**config.mk**
```make
export PLATFORM = sky130hd
export DESIGN_NAME = sync_dual_port_sram_param
export DESIGN_NICKNAME = d
export VERILOG_FILES = /design/src/rtl/sync_dual_port_sram_param_pkg.sv /design/src/rtl/sync_dual_port_sram_param_clear_ctrl.sv /design/src/rtl/sync_dual_port_sram_param.sv
export SDC_FILE = /design/constraint.sdc
export NUM_CORES = 1
export LEC_CHECK = 0
export CAP_MARGIN = 10
export CORE_UTILIZATION = 65
export DETAILED_ROUTE_END_ITERATION = 8
export PLACE_DENSITY = 0.87
export SLEW_MARGIN = 10
export SYNTH_ARGS = -nofsm -noshare
export SYNTH_HDL_FRONTEND = slang
export SYNTH_HIERARCHICAL = 1
export SYNTH_SLANG_ARGS = --single-unit
export TNS_END_PERCENT = 1
```
**constraint.sdc**
```tcl
create_clock -name clk -period 8.6 [get_ports clk]
set_input_delay 1.29 -clock clk [delete_from_list [all_inputs] [get_ports clk]]
set_output_delay 1.29 -clock clk [all_outputs]
set_load 0.02 [all_outputs]
```
**src/rtl/sync_dual_port_sram_param_pkg.sv**
```systemverilog
// Shared definitions for the parametrised dual-port SRAM and its clear sequencer.
// Holds the read-during-write mode constants, the clear-FSM state encoding and
// the helper that derives the number of write lanes from the word and lane widths.
package sync_dual_port_sram_param_pkg;

  // Same-address read-during-write behaviour selectors
  localparam int RDW_OLD = 0;
  localparam int RDW_NEW = 1;

  // Clear sequencer states: CLEAR walks the array after reset, IDLE hands the
  // array port over to the user write port
  typedef enum logic {
    ST_CLEAR = 1'b0,
    ST_IDLE  = 1'b1
  } clrState_e;

  // Number of independently enabled write lanes in one word
  function automatic int laneCount(input int dataW, input int laneW);
    return dataW / laneW;
  endfunction

endpackage

```
**src/rtl/sync_dual_port_sram_param_clear_ctrl.sv**
```systemverilog
// Post-reset clear sequencer for sync_dual_port_sram_param.
// After the synchronous active-low reset is released it steps through every
// word address once, asking the top to write the clear value, then goes idle.
// Ports:
//   clk      in   clock, all logic on posedge
//   rst      in   synchronous reset, active-low; low mid-clear restarts from 0
//   busy     out  high while the clear is running (registered)
//   clr_we   out  clear write strobe for the array port
//   clr_addr out  address being cleared
module sram_clear_ctrl
  import sync_dual_port_sram_param_pkg::*;
#(
  parameter int ADDR_W = 4,
  parameter int DEPTH  = 16
) (
  input  logic              clk,
  input  logic              rst,
  output logic              busy,
  output logic              clr_we,
  output logic [ADDR_W-1:0] clr_addr
);

  // The counter carries one extra bit so DEPTH == 2**ADDR_W stays representable
  localparam logic [ADDR_W:0] LAST_ADDR = (ADDR_W+1)'(DEPTH - 1);

  clrState_e         state_q;
  logic [ADDR_W:0]   clrCnt_q;
  logic              busy_q;

  // Clear FSM: reset parks it in CLEAR at address 0 with busy raised. Each
  // cycle in CLEAR clears one word; the edge that clears the last word moves
  // to IDLE and drops busy, so busy spans exactly DEPTH cycles after release.
  always_ff @(posedge clk) begin
    if (!rst) begin
      state_q  <= ST_CLEAR;
      clrCnt_q <= '0;
      busy_q   <= 1'b1;
    end else begin
      case (state_q)
        ST_CLEAR: begin
          if (clrCnt_q == LAST_ADDR) begin
            state_q <= ST_IDLE;
            busy_q  <= 1'b0;
          end else begin
            clrCnt_q <= clrCnt_q + 1'b1;
          end
        end
        ST_IDLE: begin
          busy_q <= 1'b0;
        end
        default: begin
          state_q <= ST_CLEAR;
        end
      endcase
    end
  end

  // The clear write is suppressed while reset is asserted so a held reset
  // never touches the array
  assign busy     = busy_q;
  assign clr_we   = rst && (state_q == ST_CLEAR);
  assign clr_addr = clrCnt_q[ADDR_W-1:0];

endmodule

```
**src/rtl/sync_dual_port_sram_param.sv**
```systemverilog
// Parametrised single-clock dual-port RAM: one write port with per-lane
// enables, one read port with selectable read-during-write behaviour and an
// optional output register. Contents are cleared to CLEAR_VAL after reset.
// Ports:
//   clk     in   clock
//   rst     in   synchronous reset, active-low
//   we      in   write enable
//   w_be    in   lane enables, bit k gates data_w[k*LANE_W +: LANE_W]
//   w_addr  in   write address
//   data_w  in   write data
//   en      in   read enable
//   r_addr  in   read address
//   data_r  out  read data, holds between reads
//   r_valid out  one-cycle strobe with each new data_r
//   r_err   out  with r_valid: the read address was out of range
//   busy    out  clear in progress, we/en ignored
module sync_dual_port_sram_param
  import sync_dual_port_sram_param_pkg::*;
#(
  parameter int              DATA_W    = 16,
  parameter int              LANE_W    = 8,
  parameter int              ADDR_W    = 4,
  parameter int              DEPTH     = 16,
  parameter int              RDW_MODE  = RDW_OLD,
  parameter int              OUT_REG   = 0,
  parameter logic [DATA_W-1:0] CLEAR_VAL = '0
) (
  input  logic                                clk,
  input  logic                                rst,
  input  logic                                we,
  input  logic [laneCount(DATA_W, LANE_W)-1:0] w_be,
  input  logic [ADDR_W-1:0]                   w_addr,
  input  logic [DATA_W-1:0]                   data_w,
  input  logic                                en,
  input  logic [ADDR_W-1:0]                   r_addr,
  output logic [DATA_W-1:0]                   data_r,
  output logic                                r_valid,
  output logic                                r_err,
  output logic                                busy
);

  localparam int              NLANE     = laneCount(DATA_W, LANE_W);
  localparam int              IDX_W     = (DEPTH > 1) ? $clog2(DEPTH) : 1;
  localparam logic [ADDR_W:0] DEPTH_EXT = (ADDR_W+1)'(DEPTH);

  logic              clrWe;
  logic [ADDR_W-1:0] clrAddr;

  logic [DATA_W-1:0] mem [DEPTH];

  logic              wrInRange;
  logic              rdInRange;
  logic              wrFire;
  logic              rdFire;
  logic [IDX_W-1:0]  wrIdx;
  logic [IDX_W-1:0]  rdIdx;
  logic [IDX_W-1:0]  clrIdx;
  logic [DATA_W-1:0] rdWord;

  logic [DATA_W-1:0] rdData_q;
  logic              rdValid_q;
  logic              rdErr_q;

  sram_clear_ctrl #(
    .ADDR_W (ADDR_W),
    .DEPTH  (DEPTH)
  ) uClearCtrl (
    .clk      (clk),
    .rst      (rst),
    .busy     (busy),
    .clr_we   (clrWe),
    .clr_addr (clrAddr)
  );

  // Addresses are never folded: anything at or beyond DEPTH is simply out of
  // range, and only in-range addresses are narrowed to the array index
  assign wrInRange = {1'b0, w_addr} < DEPTH_EXT;
  assign rdInRange = {1'b0, r_addr} < DEPTH_EXT;
  assign wrIdx     = w_addr[IDX_W-1:0];
  assign rdIdx     = r_addr[IDX_W-1:0];
  assign clrIdx    = clrAddr[IDX_W-1:0];
  assign wrFire    = rst && !busy && we && wrInRange;
  assign rdFire    = rst && !busy && en;

  // Single array write port: the clear sequencer owns it while running,
  // otherwise user writes land lane by lane under w_be
  always_ff @(posedge clk) begin
    if (clrWe) begin
      mem[clrIdx] <= CLEAR_VAL;
    end else if (wrFire) begin
      for (int k = 0; k < NLANE; k++) begin
        if (w_be[k]) begin
          mem[wrIdx][k*LANE_W +: LANE_W] <= data_w[k*LANE_W +: LANE_W];
        end
      end
    end
  end

  // Read word selection: out-of-range reads return zero. In write-through
  // mode a same-address write overlays its enabled lanes on the stored word;
  // otherwise the stored (pre-write) word is returned.
  always_comb begin
    rdWord = '0;
    if (rdInRange) begin
      rdWord = mem[rdIdx];
      if ((RDW_MODE == RDW_NEW) && wrFire && (w_addr == r_addr)) begin
        for (int k = 0; k < NLANE; k++) begin
          if (w_be[k]) begin
            rdWord[k*LANE_W +: LANE_W] = data_w[k*LANE_W +: LANE_W];
          end
        end
      end
    end
  end

  // First read stage: captures the word on each accepted read and keeps it
  // otherwise; valid and error travel alongside it
  always_ff @(posedge clk) begin
    if (!rst) begin
      rdData_q  <= '0;
      rdValid_q <= 1'b0;
      rdErr_q   <= 1'b0;
    end else begin
      rdValid_q <= rdFire;
      rdErr_q   <= rdFire && !rdInRange;
      if (rdFire) begin
        rdData_q <= rdWord;
      end
    end
  end

  // Optional second stage adds one cycle of latency while keeping data,
  // valid and error aligned
  if (OUT_REG != 0) begin : gOutReg
    logic [DATA_W-1:0] outData_q;
    logic              outValid_q;
    logic              outErr_q;

    always_ff @(posedge clk) begin
      if (!rst) begin
        outData_q  <= '0;
        outValid_q <= 1'b0;
        outErr_q   <= 1'b0;
      end else begin
        outValid_q <= rdValid_q;
        outErr_q   <= rdErr_q;
        if (rdValid_q) begin
          outData_q <= rdData_q;
        end
      end
    end

    assign data_r  = outData_q;
    assign r_valid = outValid_q;
    assign r_err   = outErr_q;
  end else begin : gNoOutReg
    assign data_r  = rdData_q;
    assign r_valid = rdValid_q;
    assign r_err   = rdErr_q;
  end

endmodule

```
==> flow_summary.yaml <==
route:
  vias: 5873
  drtPass1Iterations: 5
  ant_nets: 0
  drc: 0
  vias_per_cell: 6.869
  wirelength_mm: 25.21
  drt-wirelength-per-cell_um: 29.49
  first_iter_violations: 802
cts:
  cts_tree: "done"
  insertion_delay_ps: 530
  post-cts-setup-buffer-count: 0
  clockBufferDepth: 3
  cts-root-buf: "clkbuf_16"
  numCtsBuffers: 26
  clkTransAtPathRegs_ps: 70
  cts_resized: 0
  cts_hold_buf: 0
  clock_sink_count: 280
  htree_levels: 1
critical_path:
  worst-path-buf-inv: 2
  worstReg2RegEnd: "mem[13][3]"
  path_cells: "clkdlybuf4s50_1 -> nor2b_1 -> nor4_4 -> buf_4 -> mux2_1 -> nor3_1"
  cp.arrival_ps: 4420
  critPathMaxStageDelay_ps: 1080
  rrSetupSlack_ps: 5360
  reg2reg_depth: 5
  critPathSlowestCell: "nor3_1"
  critPathMaxFanout: 24
  reg2reg_from: "uClearCtrl/state_q"
  crit_family: "simple AND/OR/NAND/NOR gates"
  path_class: "in2reg"
  worstPathRequired_ps: 8740
  critPathCaptureType: "flop"
  startpoint_type: "input pin"
die:
  die_area_mm2: 0.01771
  io_pins: 49
  die_h_um: 133.1
  fp.dieW_um: 133.1
  start_util: 0.6688
  rows: 47
  core_mm2: 0.01670
worst_hold_path:
  hold_depth: 2
  hold_end: "data_r[9]"
  worstHoldStart: "data_r[9]"
  holdCritPathClass: "reg2reg"
synthesis:
  synth_seq_cells: 280
  synth_warnings: 6
  postSynthAreaPerCell_um2: 19.84
  synth.distinct_cells: 37
  syn_inst: 563
  synth_nets: 595
  synthesis.area_mm2: 0.01117
  yosysSeqAreaShare: 0.7313
sta:
  setup_viol: 0
  fmax_mhz: 233.7
  holdWs_ps: 496.9
  grt_setup_unrepaired: "no"
  slew_violations: 0
  worst_pin_slew_ps: 1284
  period_share: 0.4975
  hold_viol_final: 0
  relSlewSlack: 0.1376
  setup_tns_ps: 0
  finalClockSkew_ps: 14.18
  fin_ws_ps: 4322
  period_minus_slack_ps: 4278
power_and_ir_drop:
  p_leak_nw: 3.772
  vdd_drop_max_v: 0.0001827
  power.density_mw_per_mm2: 219.8
run_status:
  status: "finished, final reports clean"
global_route:
  grt_max_degree: 61
  grt_first_pass_wirelength_mm: 37.45
  grt_pass1_vias: 5874
  grtUsageTotal: 0.3006
  antenna_found_initial: 0
  grt_overflow: 0
finish:
  layout.nets: 647
  area_growth_pct: 13.68
  diodes: 0
  final_cell_mix: "256 x edfxtp_1, 44 x mux4_2, 44 x clkdlybuf4s50_1, 42 x nand2_1, 33 x mux2_2"
  layout_commonest_cell: "edfxtp_1"
  drive_above_1_share: 0.2252
placement:
  dp_slack_ps: 3889
  dpl.hpwl_mm: 14.87
  finalWeightedCongestion: 0.8650
  io_buffers: 47
flow_run:
  maxCapViolCount: 0
[through the flow]
stage | std cells | cell area, µm² | util | total power, mW
finish | 855 | 12700 | 0.7603 | 2.791
global route | 855 | 12700 | 0.7603 | 2.848
CTS | 854 | 12670 | 0.7585 | 2.792
detailed placement | 806 | 11780 | 0.7055 | 1.634
global placement | 806 | 11780 | 0.7055 | 1.629
floorplan | 563 | 11170 | - | 1.596
[cell type report]
cell class | instances | area, µm²
timing repair buffer | 56 | 523.0
clock inverter | 13 | 138.9
inverter | 2 | 7.507
sequential | 280 | 8168
multi-input combinational | 249 | 2839
fill | 870 | 4004
clock buffer | 35 | 745.7
tap | 220 | 275.3
[worst min-delay path: cells and delay by family (launching register included)]
kind | cells | cell delay [ps]
and+or+nand+nor | 1 | 60
AOI/OAI and AO/OA | 1 | 80
DFF | 1 | 330
[how the worst max path moves through the flow]
stage / start / endpoint / slack (ps) / cells after the start
floorplan: rst / mem[11][0] / 5010 / 5
global placement: rst / mem[5][1] / 4120 / 7
detailed placement: rst / mem[13][11] / 3890 / 6
CTS: rst / mem[2][11] / 4380 / 6
global route: rst / mem[14][9] / 4240 / 6
finish: rst / mem[13][3] / 4320 / 6
[cell families after synthesis]
kind of cell / synth area share
compound gates: 0.01703
xor+xnor: 0.001569
fa+ha+maj: 0.002240
buf+inv: 0.01714
flops: 0.7313
mux: 0.1763
other cells: 0.0003357
simple gates: 0.05411
[power by group]
| part | total, mW | internal [mW] | leakage [nW] | switching [mW] |
|---|---|---|---|---|
| combinational | 0.117 | 0.0546 | 1.10 | 0.0629 |
| sequential | 1.49 | 1.48 | 2.24 | 0.00827 |
| clock | 1.18 | 0.697 | 0.431 | 0.483 |
| total | 2.79 | 2.24 | 3.77 | 0.554 |
[per-layer routing]
layer	GRT usage	up-vias	wire, µm
li1	-	2388	-
met2	0.4567	432	11880
met5	0	-	0
met3	0.05556	71	2390
met4	0.1232	0	965
met1	0.4397	2982	9970
[sequential cells by signal, summed over array words and instances (netlist names)]
register,cells
mem,256
data_r,16
uClearCtrl/clrCnt_q,5
r_valid,1
uClearCtrl/busy,1
uClearCtrl/state_q,1
[Yosys cell counts, drive strengths merged]
cell type | count | area, µm²
buf | 18 | 131.4
nand2 | 42 | 157.7
or2b | 1 | 7.510
inv | 2 | 7.510
ha | 2 | 25.02
nand4 | 1 | 6.260
conb | 1 | 3.750
o211a | 1 | 10.01
nor2b | 10 | 62.56
a21boi | 2 | 15.02
o21ai | 1 | 5.000
and3b | 1 | 8.760
dfxtp | 24 | 480.5
nor3b | 1 | 12.51
nor2 | 7 | 33.78
mux2 | 34 | 382.9
mux2i | 7 | 70.07
and2 | 19 | 118.9
clkbuf | 14 | 52.55
nor3 | 32 | 160.2
a22oi | 16 | 150.1
mux4 | 64 | 1516
nor4 | 1 | 21.27
and2b | 1 | 8.760
edfxtp | 256 | 7687
a21oi | 2 | 10.01
and3 | 1 | 6.260
xor2 | 2 | 17.52
(Power assumes the default switching activity.)
